**src/rtl/pipe_adder.sv**
```systemverilog
// Pipelined N-bit add/subtract with valid/ready handshake; the carry chain is cut
// into W-bit chunks, one per stage. Define PIPE_ADDER_SAT_EN for signed saturation.
module pipe_adder #(
  parameter int N = 16,
  parameter int W = 4
) (
  input  logic         clk,
  input  logic         rst,
  input  logic         in_valid,
  output logic         in_ready,
  input  logic [N-1:0] a,
  input  logic [N-1:0] b,
  input  logic         cin,
  input  logic         sub,
  output logic         out_valid,
  input  logic         out_ready,
  output logic [N-1:0] sum,
  output logic         cout,
  output logic         ovf
);

  localparam int STAGES = N / W;

  logic en;

  // The whole pipe moves as one; a stalled output freezes every stage.
  assign en       = !out_valid || out_ready;
  assign in_ready = en;

  for (genvar k = 0; k < STAGES; k++) begin : stg
    // b_i carries only the chunks of b' not yet consumed, so it shrinks by W per stage.
    localparam int BW = N - k * W;

    logic [N-1:0]  x_i;   // lower chunks: result so far, upper chunks: operand a
    logic [BW-1:0] b_i;
    logic          c_i;
    logic          v_i;
    logic          sub_i;
    logic [W:0]    add;
    logic [N-1:0]  x_o;

    if (k == 0) begin : head
      assign x_i   = a;
      assign b_i   = sub ? ~b : b;
      assign c_i   = sub ? ~cin : cin;
      assign v_i   = in_valid;
      assign sub_i = sub;
    end else begin : link
      assign x_i   = stg[k-1].body.x_q;
      assign b_i   = stg[k-1].body.b_q;
      assign c_i   = stg[k-1].body.c_q;
      assign v_i   = stg[k-1].body.v_q;
      assign sub_i = stg[k-1].body.sub_q;
    end

    assign add = {1'b0, x_i[k*W +: W]} + {1'b0, b_i[W-1:0]} + {{W{1'b0}}, c_i};

    // NOTE: default the whole word first so the partial chunk write cannot infer a latch.
    always_comb begin
      x_o             = x_i;
      x_o[k*W +: W]   = add[W-1:0];
    end

    if (k < STAGES - 1) begin : body
      logic [N-1:0]    x_q;
      logic [BW-W-1:0] b_q;
      logic            c_q;
      logic            v_q;
      logic            sub_q;

      // NOTE: only the valid bit is reset; datapath flops are qualified by it, so
      // leaving them unreset is safe and keeps the reset tree small.
      always_ff @(posedge clk) begin
        if (rst) begin
          v_q <= 1'b0;
        end else if (en) begin
          v_q   <= v_i;
          x_q   <= x_o;
          b_q   <= b_i[BW-1:W];
          c_q   <= add[W];
          sub_q <= sub_i;
        end
      end
    end else begin : tail
      logic         c_msb;
      logic         ovf_n;
      logic [N-1:0] sum_n;

      // Carry into the MSB recovered from the MSB sum bit and its two addend bits.
      assign c_msb = x_o[N-1] ^ x_i[N-1] ^ b_i[W-1];
      assign ovf_n = c_msb ^ add[W];

`ifdef PIPE_ADDER_SAT_EN
      assign sum_n = ovf_n ? {x_i[N-1], {(N-1){~x_i[N-1]}}} : x_o;
`else
      assign sum_n = x_o;
`endif

      // NOTE: sequential state uses non-blocking assignments so all stages update together.
      always_ff @(posedge clk) begin
        if (rst) begin
          out_valid <= 1'b0;
          sum       <= '0;
          cout      <= 1'b0;
          ovf       <= 1'b0;
        end else if (en) begin
          out_valid <= v_i;
          sum       <= sum_n;
          cout      <= add[W] ^ sub_i;
          ovf       <= ovf_n;
        end
      end
    end
  end

endmodule

```
**config.mk**
```make
export PLATFORM = sky130hd
export DESIGN_NAME = pipe_adder
export DESIGN_NICKNAME = d
export VERILOG_FILES = /design/src/rtl/pipe_adder.sv
export SDC_FILE = /design/constraint.sdc
export NUM_CORES = 1
export LEC_CHECK = 0
export BUFFER_PORTS_ARGS = -buffer_cell sky130_fd_sc_hd__buf_2
export CAP_MARGIN = 15
export CORE_UTILIZATION = 56
export CTS_CLUSTER_DIAMETER = 80
export DETAILED_ROUTE_END_ITERATION = 6
export PLACE_DENSITY_LB_ADDON = 0.05
export REMOVE_ABC_BUFFERS = 1
export SYNTH_ARGS = -nofsm -noshare
export SYNTH_HDL_FRONTEND = slang
export SYNTH_SLANG_ARGS = --single-unit
```
**constraint.sdc**
```tcl
create_clock -name clk -period 5.1 [get_ports clk]
set_input_delay 0 -clock clk [delete_from_list [all_inputs] [get_ports clk]]
set_output_delay 0 -clock clk [all_outputs]
set_load 0.01 [all_outputs]
```
Word-level counts from Yosys, hierarchy flattened
Cells that the tools add are included.
{"block": "word_totals", "register_bits": 100, "in_bits": 38, "out_inout_bits": 20, "elab_cells": 39}
{"block": "classes", "add_sub_neg": 8, "n_mux": 2, "n_bitwise": 7, "reduce_logical": 3}
{"operator": "4-bit by 4-bit adder with 5-bit output", "count": 4}
{"operator": "5-bit by 1-bit adder with 5-bit output", "count": 4}
{"operator": "16-bit 2-to-1 mux", "count": 1}
{"operator": "16-bit inverter", "count": 1}
{"operator": "1-bit bitwise XOR", "count": 4}
{"operator": "1-bit inverter", "count": 2}
{"operator": "2-bit AND reduction", "count": 1}
{"operator": "1-bit zero test", "count": 1}
{"operator": "1-bit logical OR", "count": 1}
{"operator": "1-bit 2-to-1 mux", "count": 1}

Longest topological paths before layout
Gate-level depths: netlist of the first run.
{"block": "logic_depth", "ltp_word": 5, "mapped_depth": 7, "ltp_nobuf": 6}

Least setup slack after synthesis of the first run
Ideal clock, no wire load.
{"block": "synth_timing", "path_kind": "register to register", "from": "register out_valid", "to": "register ovf", "setup_time_ns": 0.089, "arrival_ns": 4.539, "required_time_ns": 5.011, "slack_ns": 0.472, "stages_incl_launch_ff": 6, "path_buffers": 1, "synth_period_minus_slack_ns": 4.628, "cell_sequence": "dfxtp_1 > nor2b_1 > clkbuf_1 > nor2_1 > o2111ai_1 > o211ai_2"}
{"block": "synth_via", "elab_chain_len": 2}
{"element": "start: declaration", "line_no": "15", "rtl": "output logic out_valid,"}
{"element": "start signal: assignment", "line_no": "107", "rtl": "out_valid <= v_i;"}
{"element": "1-bit zero test", "line_no": "27", "rtl": "assign en = !out_valid || out_ready;"}
{"element": "1-bit logical OR", "line_no": "27"}
{"element": "end signal: assignment", "line_no": "110", "rtl": "ovf <= ovf_n;"}
{"element": "end: declaration", "line_no": "19", "rtl": "output logic ovf"}
Every way passes these cells.
A chain may end at the register's enable or synchronous reset.

Worst setup path in the final report of the first run
{"block": "layout_timing", "from": "register stg[2].body.x_q[12]", "to": "register ovf"}
{"block": "layout_via", "elab_chain_len": 5}
{"element": "start: declaration", "line_no": "65", "rtl": "logic [N-1:0] x_q;"}
{"element": "start signal: assignment", "line_no": "78", "rtl": "x_q <= x_o;"}
{"element": "4-bit by 4-bit adder with 5-bit output (*)", "line_no": "56", "rtl": "assign add = {1'b0, x_i[k*W +: W]} + {1'b0, b_i[W-1:0]} + {{W{1'b0}}, c_i};"}
{"element": "5-bit by 1-bit adder with 5-bit output (*)", "line_no": "56"}
{"element": "1-bit bitwise XOR (2 in a row)", "line_no": "90", "rtl": "assign c_msb = x_o[N-1] ^ x_i[N-1] ^ b_i[W-1];"}
{"element": "1-bit bitwise XOR (*)", "line_no": "91", "rtl": "assign ovf_n = c_msb ^ add[W];"}
Every way passes the cells marked *; elsewhere a longest branch is shown, timed or not.

==> flow_summary.yaml, run 1 <==
logic_synthesis:
  yosys-mux-area-fraction_pct: 0
  synthFlopType: "edfxtp_1"
  netlist_top_cells_area: "edfxtp_1 (60%), dfxtp_1 (11%), xor2_1 (4.3%)"
  yosys_warnings: 0
  synthXorXnorAreaFrac_pct: 5.65
  synth.largest_area_cell: "edfxtp_1"
  avgSynthCellArea_um2: 15.0
  synth_compound_area_share_pct: 5.87
  synth_top_family_by_area: "adder cells"
  ys_ff_latch: 100
  synthAdderAreaFrac_pct: 8.00
  ys_async_sr_fraction_pct: 0
  synth_area_mm2: 0.00388
  synth_edf_count: 78
  synthCells: 259
  synth_top_area_share_pct: 60.4
  synth.distinct_cells: 30
  synthSimpleGateAreaFrac_pct: 6.42
  ys_seq_area_share_pct: 71.7
cells_and_area:
  nets: 404
  fin_cells: 428
  diodes: 0
  synthToLayoutAreaGrowth_pct: 22.9
  drive_gt1_share_pct: 23.1
  n_fill_cell: 453
place:
  gp_congestion: 0.723
  dp.cells: 386
  portBuffers: 57
  place_hpwl_um: 3490
pwr:
  p_total_w: 0.00182
  p_per_area_mw_per_mm2: 381
  irDropWorstVdd_mv: 0.214
  p_leak_nw: 1.96
clock_network:
  cts_tree: "done"
  h-tree-depth: 3
  clock-sinks: 100
  post_cts_buffers: 0
  cts_resized: 0
  clock_latency_ns: 0.36
  cts_root_buf: "clkbuf_8"
  cts_buffers: 9
  cts_buffer_depth: 2
  clkTransAtPathRegs_ns: 0.10
sta:
  fin_skew_ns: 0.0106
  tns_ns: 0
  grt_setup_unrepaired: "false"
  fin_crit_ns: 2.31
  maxSlewHeadroom_pct: 48.6
  worstMarginPinSlew_ns: 0.772
  hold_viol: 0
  drv_slew: 0
  min_period_over_period_pct: 45.4
  setup_viol: 0
  max_freq_mhz: 432
floorplan:
  num_rows: 29
  pin_count: 58
  start_util_pct: 59.4
  die_width_um: 85.2
  core_mm2: 0.00653
  die_y_um: 85.2
  floorplan.die_area_mm2: 0.00726
critical_path:
  worst_setup_path_start_kind: "register"
  critPathRequiredTime_ns: 5.40
  arrival_ns: 2.61
  r2r_cells: 6
  path_max_fanout: 4
  crit_path_end_kind: "register"
  worst-setup-path-type: "reg -> reg"
job:
  maxCapViolations: 0
route:
  vias: 2210
  wire_per_inst_um: 14.2
  drt_iter0_markers: 137
  routed_wl_um: 6080
  drcViolationCount: 0
  dr.pass1.iters: 4
  via_per_inst: 5.16
  postRouteAntennaNets: 0
grt:
  overflow: 0
  grt_max_degree: 64
  grtUsageTotal_pct: 19.1
  grt_pass1_vias: 2207
  grt_pass1_wl_um: 10100
  antenna_found_initial: 0
status:
  status: "complete, no violations"
hold_path:
  hp-class: "in -> reg"
  hold_depth: 2
-- per-layer routing --
metal,track usage (%),up-vias,part of all wire (%)
li1,-,1081,-
met5,0,-,0
met3,5.25,11,4.0
met1,22.0,1058,41
met2,33.4,60,53
met4,8.78,0,2.2
-- cell families after synthesis --
logic type               after synthesis
XOR/XNOR                              25
adder cells (fa/ha/maj)               20
AND/OR/NAND/NOR                       55
flip-flops                           100
AO/OA/AOI/OAI                         37
buffers and inverters                 22
-- worst paths after layout --
path | slack, ns | endpoint | from
hold reg to reg | 0.42 | stg[1].body.sub_q | stg[0].body.sub_q
hold / removal | 0.01 | stg[0].body.x_q[1] | a[1]
setup / recovery | 2.79 | ovf | stg[2].body.x_q[12]
setup reg to reg | 2.79 | ovf | stg[2].body.x_q[12]
-- synthesized netlist by cell type, types with 5 or more instances --
master / number
fa_1: 8
xor2_1: 19
a21oi_1: 22
inv_1: 13
dfxtp_1: 22
ha_1: 12
nor2_1: 5
nand2_1: 36
buf_2: 6
a21o_1: 5
xnor2_1: 6
edfxtp_1: 78
-- worst max-delay path, stage by stage, from the launching register on --
cell	delay, ns
edfxtp_1	0.42
fa_1	0.50
fa_1	0.43
and3_1	0.23
or3_1	0.38
and2_1	0.17
o211ai_2	0.14
-- layout by cell type, fill, tap and decap left out, types with 2 or more instances in the layout --
cell / instances
bufinv_16: 4
a21o_1: 5
nor2b_1: 2
or3_1: 2
ha_1: 12
nand2_1: 36
o21ai_0: 4
xnor2_1: 6
buf_4: 2
buf_2: 57
fa_1: 8
nand2b_1: 2
xor2_1: 19
dlygate4sd3_1: 26
nor2_1: 4
a21oi_1: 22
clkbuf_8: 9
inv_1: 13
edfxtp_1: 78
dfxtp_1: 22
-- stage by stage --
step | setup WS (ns) | hold slack (ns) | util, % | cell area [um^2]
finish | 2.79 | 0.0148 | 73.0 | 4770
global route | 2.64 | 0.0251 | 73.0 | 4770
CTS | 2.77 | 0.0101 | 73.0 | 4770
detailed placement | 2.81 | 0.178 | 65.0 | 4240
global placement | 2.85 | 0.177 | 65.0 | 4240
floorplan | 0.338 | 0.0691 | - | 3840
-- sequential cells by signal, summed over array words and instances (netlist names) --
register	count
ovf	1
stg.body.b_q	24
out_valid	1
stg.body.c_q	3
stg.body.sub_q	3
stg.body.x_q	48
stg.body.v_q	3
cout	1
sum	16
-- cell type report --
class | instances | area (um^2) | area share (%)
sequential | 100 | 2780 | 58.4
multi-input combinational | 137 | 1020 | 21.3
timing repair buffer | 85 | 561 | 11.8
clock inverter | 6 | 136 | 2.86
clock buffer | 10 | 128 | 2.68
tap | 77 | 96.3 | 2.02
inverter | 13 | 48.8 | 1.02
-- what timing repair did --
| item | CTS | global route |
|---|---|---|
| hold endpoints to repair | 26 | 0 |
| setup endpoints to repair | 0 | 0 |
| hold buffers | 26 | 0 |
-- power by group --
part           internal (W)  total, W  switching [W]
sequential         0.000968  0.000992      0.0000244
clock              0.000376  0.000639       0.000263
combinational     0.0000915  0.000187      0.0000953
total               0.00144   0.00182       0.000382
Note: power is estimated with default switching activity, not from simulation.
==> inputs of run 2 (changes only) <==
--- a/config.mk
+++ b/config.mk
@@ -5,9 +5,10 @@
 export SDC_FILE = /design/constraint.sdc
 export NUM_CORES = 1
 export LEC_CHECK = 0
+export ABC_AREA = 1
 export BUFFER_PORTS_ARGS = -buffer_cell sky130_fd_sc_hd__buf_2
 export CAP_MARGIN = 15
-export CORE_UTILIZATION = 56
+export CORE_UTILIZATION = 51
 export CTS_CLUSTER_DIAMETER = 80
 export DETAILED_ROUTE_END_ITERATION = 6
 export PLACE_DENSITY_LB_ADDON = 0.05
==> constraint.sdc (replaced) <==
create_clock -name clk -period 2.01 [get_ports clk]
set_input_delay 0 -clock clk [delete_from_list [all_inputs] [get_ports clk]]
set_output_delay 0 -clock clk [all_outputs]
set_load 0.01 [all_outputs]
==> flow_summary.yaml, run 2 <==
cells_and_area:
  largest_reg_flops: 48
  synthToLayoutAreaGrowth_pct: 22.7
  seqCellArea_mm2: 0.00278
  final_common_cell: "edfxtp_1"
  mostFrequentLayoutCells: "edfxtp_1 (78), buf_2 (57), nor2_1 (35)"
  utilization_pct: 65.3
  multi_input_area_um2: 985
  reg_top3: "stg.body.x_q x48, stg.body.b_q x24, sum x16"
  drive_gt1_share_pct: 22.8
  regMostFlops: "stg.body.x_q"
  n_fill_cell: 587
  diodes: 0
  nets: 422
sta:
  worstMarginPinSlew_ns: 0.580
  min_period_over_period_pct: 91.4
  drv_slew: 0
  setup_viol: 0
  worst_slack_ns: 0.172
  fin_skew_ns: 0.0113
  grt_setup_unrepaired: "false"
  maxSlewHeadroom_pct: 61.3
  fin_crit_ns: 1.84
  max_freq_mhz: 544
  hold_viol: 0
route:
  postRouteAntennaNets: 0
  wire_per_inst_um: 12.4
  via_per_inst: 4.66
  drcViolationCount: 0
  drt_iter0_markers: 89
  vias: 2182
  routed_wl_um: 5820
  dr.pass1.iters: 4
floorplan:
  core_mm2: 0.00729
  die_width_um: 89.3
  pin_count: 58
  num_rows: 31
  floorplan.die_area_mm2: 0.00797
  die_y_um: 89.3
  start_util_pct: 53.2
logic_synthesis:
  synth.distinct_cells: 24
  synth_top_area_share_pct: 60.3
  synth_edf_count: 78
  netlist_top_cells_area: "edfxtp_1 (60%), dfxtp_1 (11%), xor2_1 (5.0%)"
  synthCells: 273
  yosys_warnings: 0
  avgSynthCellArea_um2: 14.2
  synth_most_common_cell: "edfxtp_1"
  synthTopCellsByCount: "edfxtp_1 (78), nor2_1 (36), dfxtp_1 (22), xor2_1 (22), inv_1 (21)"
  synth_area_mm2: 0.00388
  ys_async_sr_fraction_pct: 0
  synth.largest_area_cell: "edfxtp_1"
  synthFlopType: "edfxtp_1"
  ys_seq_area_share_pct: 71.7
  ys_ff_latch: 100
grt:
  overflow: 0
  antenna_found_initial: 0
  grtUsageTotal_pct: 15.8
  grt_max_degree: 79
  grt_pass1_vias: 2087
  grt_pass1_wl_um: 9130
hold_path:
  whs_endpoint: "stg[0].body.x_q[1]"
  hp-start: "a[1]"
  hold_depth: 2
  hp-class: "in -> reg"
clock_network:
  h-tree-depth: 3
  cts_buffer_depth: 2
  post_cts_buffers: 0
  cts_buffers: 9
  clkTransAtPathRegs_ns: 0.09
  clock_latency_ns: 0.35
  clock-sinks: 100
  cts_root_buf: "clkbuf_8"
  cts_tree: "done"
critical_path:
  worstReg2RegEnd: "ovf"
  worstReg2RegStart: "stg[2].body.x_q[12]"
  worst_setup_path_start_kind: "register"
  r2r_cells: 10
  arrival_ns: 2.08
  path_max_fanout: 2
  crit_path_end_kind: "register"
  rrSetupSlack_ns: 0.17
  worst-setup-path-type: "reg -> reg"
  critPathRequiredTime_ns: 2.25
place:
  place_hpwl_um: 3600
  gp_congestion: 0.770
  portBuffers: 57
  dp_slack_ns: 0.0633
pwr:
  p_per_area_mw_per_mm2: 882
  irDropWorstVdd_mv: 0.393
  p_leak_nw: 2.01
job:
  maxCapViolations: 0
status:
  status: "complete, no violations"
[run 2: cell types whose count changed after synthesis, sizes merged, moves of 3 or more]
cell   change
nor2      +32
xnor2      -3
nand3      +8
a21o       -6
a21oi     -12
inv        +9
xor2       +3
o21ai     +18
nand2     -19
nor2b      -3
or3        -3
[run 2: cells by family after synthesis]
family          count (synthesis)  synth area share, %
compound gates                 34                 4.61
fa+ha+maj                      20                 7.99
flops                         100                 71.7
simple gates                   64                 6.80
buf+inv                        30                 3.29
xor+xnor                       25                 5.64
[run 2: worst max path at each step]
stage	startpoint	to	slack, ns	cells past startpoint
final	stg[2].body.x_q[12]	ovf	0.17	10
after global routing	stg[2].body.x_q[12]	ovf	0.03	10
after CTS	stg[2].body.x_q[12]	ovf	0.05	10
after detailed placement	stg[2].body.x_q[12]	ovf	0.06	10
after global placement	stg[2].body.x_q[12]	ovf	0.10	10
after floorplan	out_valid	stg[0].body.b_q[0]	-2.29	3
[run 2: cell type report]
class / count / share of cell area [%]
timing repair buffer: 88 / 12.6
clock buffer: 11 / 3.18
tap: 99 / 2.60
clock inverter: 5 / 0.762
inverter: 22 / 1.73
sequential: 100 / 58.4
multi-input combinational: 143 / 20.7
[run 2: routing by layer]
metal / GRT usage (%) / part of all wire [%] / up-vias
met5: 0 / 0 / -
met1: 17.7 / 42 / 1021
li1: - / - / 1111
met4: 7.79 / 1.0 / 0
met3: 3.79 / 4.0 / 6
met2: 28.4 / 53 / 44
[run 2: critical path: stages (launching register included)]
cell	delay [ns]
edfxtp_1	0.42
fa_2	0.42
fa_2	0.37
nand3_2	0.10
nand2_2	0.07
nand2_1	0.06
nand2_1	0.06
nand3_1	0.06
nand2_1	0.05
nor2_1	0.08
nor2_1	0.05
[run 2: stage by stage]
stage | total power, W | instance area [um^2] | instances | setup TNS, ns | hold slack, ns
after floorplan | 0.00286 | 3840 | 265 | -178.40 | 0.0691
after global placement | 0.00301 | 4290 | 424 | 0 | 0.176
after detailed placement | 0.00304 | 4290 | 424 | 0 | 0.178
after CTS | 0.00425 | 4760 | 468 | 0 | 0.0120
after global routing | 0.00441 | 4760 | 468 | 0 | 0.0334
final | 0.00420 | 4760 | 468 | 0 | 0.0269
[run 2: where the power goes]
group	switching (W)	internal, W	total [W]
sequential	0.0000655	0.00247	0.00254
clock	0.000654	0.000521	0.00117
combinational	0.000261	0.000228	0.000489
[run 2: what timing repair did]
item	CTS	global route
hold endpoints to repair	29	0
gates resized for setup	0	2
setup endpoints to repair	0	1
hold buffers	28	0
==> inputs of run 3 (changes only) <==
==> constraint.sdc (replaced) <==
create_clock -name clk -period 1.6 [get_ports clk]
set_input_delay 0 -clock clk [delete_from_list [all_inputs] [get_ports clk]]
set_output_delay 0 -clock clk [all_outputs]
set_load 0.01 [all_outputs]
==> flow_summary.yaml, run 3 (synthesized netlist as in run 2, its figures left out) <==
clock_network:
  clock-sinks: 100
  cts_root_buf: "clkbuf_8"
  h-tree-depth: 3
  clkTransAtPathRegs_ns: 0.09
  cts_tree: "done"
  cts_buffers: 9
  cts_buffer_depth: 2
  clock_latency_ns: 0.35
pwr:
  p_per_area_mw_per_mm2: 1130
  pwr-share-clk_pct: 30.4
  switching_share_pct: 22.6
  irDropWorstVdd_mv: 0.485
  p_leak_nw: 2.07
  power.switching_w: 0.00125
  p_comb_share_pct: 12.0
  seq_power_share_pct: 57.6
  p_total_w: 0.00553
  intPower_w: 0.00428
place:
  gp_congestion: 0.741
  place_hpwl_um: 3630
  portBuffers: 57
cells_and_area:
  largest_reg_flops: 48
  drive_gt1_share_pct: 26.3
  final_common_cell: "edfxtp_1"
  nets: 430
  synthToLayoutAreaGrowth_pct: 26.2
  multi_input_area_mm2: 0.00101
  mostFrequentLayoutCells: "edfxtp_1 (78), buf_2 (57), nor2_1 (35)"
  reg_top3: "stg.body.x_q x48, stg.body.b_q x24, sum x16"
  seqCellArea_mm2: 0.00278
  diodes: 0
  n_fill_cell: 587
  regMostFlops: "stg.body.x_q"
status:
  status: "complete, but fails checks"
  violations: "negative setup slack"
route:
  routed_wl_um: 5930
  wire_per_inst_um: 12.5
  dr.pass1.iters: 4
  drt_iter0_markers: 91
  postRouteAntennaNets: 0
  via_per_inst: 4.69
  vias: 2233
  drcViolationCount: 0
grt:
  antenna_found_initial: 0
  grt_pass1_vias: 2097
  grtUsageTotal_pct: 16.4
  grt_pass1_wl_um: 9360
  grt_max_degree: 43
  overflow: 0
sta:
  max_freq_mhz: 542
  min_period_over_period_pct: 115
  setup_viol: 3
  hold_viol: 0
  worst_slack_ns: -0.247
  grt_setup_unrepaired: "true"
  worstMarginPinSlew_ns: 0.401
  drv_slew: 0
  maxSlewHeadroom_pct: 73.2
  fin_crit_ns: 1.85
  hold_ws_ns: 0.0138
  fin_skew_ns: 0.00825
critical_path:
  crit_path_end_kind: "register"
  path_max_fanout: 2
  critPathRequiredTime_ns: 1.83
  arrival_ns: 2.07
  worst-setup-path-type: "reg -> reg"
  worst_setup_path_start_kind: "register"
floorplan:
  num_rows: 31
  core_mm2: 0.00729
  pin_count: 58
  die_width_um: 89.3
  die_y_um: 89.3
  floorplan.die_area_mm2: 0.00797
  start_util_pct: 53.2
hold_path:
  hp-class: "in -> reg"
job:
  maxCapViolations: 0
run 3: changes by cell type in the layout (fill, tap and decap cells not counted), sizes merged:
cell | before | now
clkinv | 5 | 3
clkbuf | 11 | 12
buf | 60 | 68
bufinv | 0 | 1
run 3: worst max-delay path: stages (launching register included):
cell,delay (ns)
edfxtp_1,0.41
fa_2,0.42
fa_2,0.36
buf_4,0.15
buf_6,0.10
buf_6,0.10
xnor2_2,0.11
a21oi_1,0.07
run 3: cell type report:
type	count	area share, %
Sequential cell	100	56.8
Multi-Input combinational cell	143	20.6
Timing Repair Buffer	96	13.9
Clock buffer	12	3.37
Tap cell	99	2.53
Inverter	22	1.69
Clock inverter	4	1.15
run 3: power groups by stage:
| stage | sequential, W | combinational, W | clock [W] |
|---|---|---|---|
| final | 0.00318 | 0.000663 | 0.00168 |
| after global routing | 0.00321 | 0.000756 | 0.00183 |
| after CTS | 0.00319 | 0.000652 | 0.00173 |
| after detailed placement | 0.00324 | 0.000582 | 0 |
| after global placement | 0.00323 | 0.000564 | 0 |
| after floorplan | 0.00326 | 0.000334 | 0 |
run 3: layer usage:
metal | routed length [um] | track usage [%] | up-vias
met3 | 222 | 4.06 | 10
li1 | - | - | 1135
met4 | 131 | 9.52 | 0
met1 | 2520 | 18.4 | 1039
met2 | 3050 | 28.7 | 49
met5 | 0 | 0 | -
run 3: worst paths after layout:
path | cells past startpoint | slack (ns) | startpoint | endpoint
worst max-delay path | 7 | -0.25 | stg[2].body.c_q | sum[14]
worst min-delay path | 2 | 0.01 | rst | stg[2].body.c_q
worst max register to register | 7 | -0.25 | stg[2].body.c_q | sum[14]
worst min register to register | 0 | 0.42 | stg[0].body.b_q[9] | stg[1].body.b_q[5]
run 3: timing repair:
action	in CTS	in global routing
gates resized for setup	6	6
pin swaps	1	3
endpoints found under the hold margin	29	0
setup endpoints to repair	6	9
setup buffers	1	2
hold buffers	28	0
run 3: stage by stage:
| stage | worst slack (ns) | cell area [um^2] | setup TNS (ns) | utilization (%) | instances |
|---|---|---|---|---|---|
| detailed placement | -0.317 | 4340 | -0.894 | 59.5 | 429 |
| CTS | -0.213 | 4870 | -0.527 | 66.8 | 474 |
| global route | -0.305 | 4900 | -0.978 | 67.2 | 476 |
| global placement | -0.282 | 4340 | -0.707 | 59.5 | 429 |
| finish | -0.247 | 4900 | -0.623 | 67.2 | 476 |
| floorplan | -2.70 | 3840 | -210.82 | - | 265 |
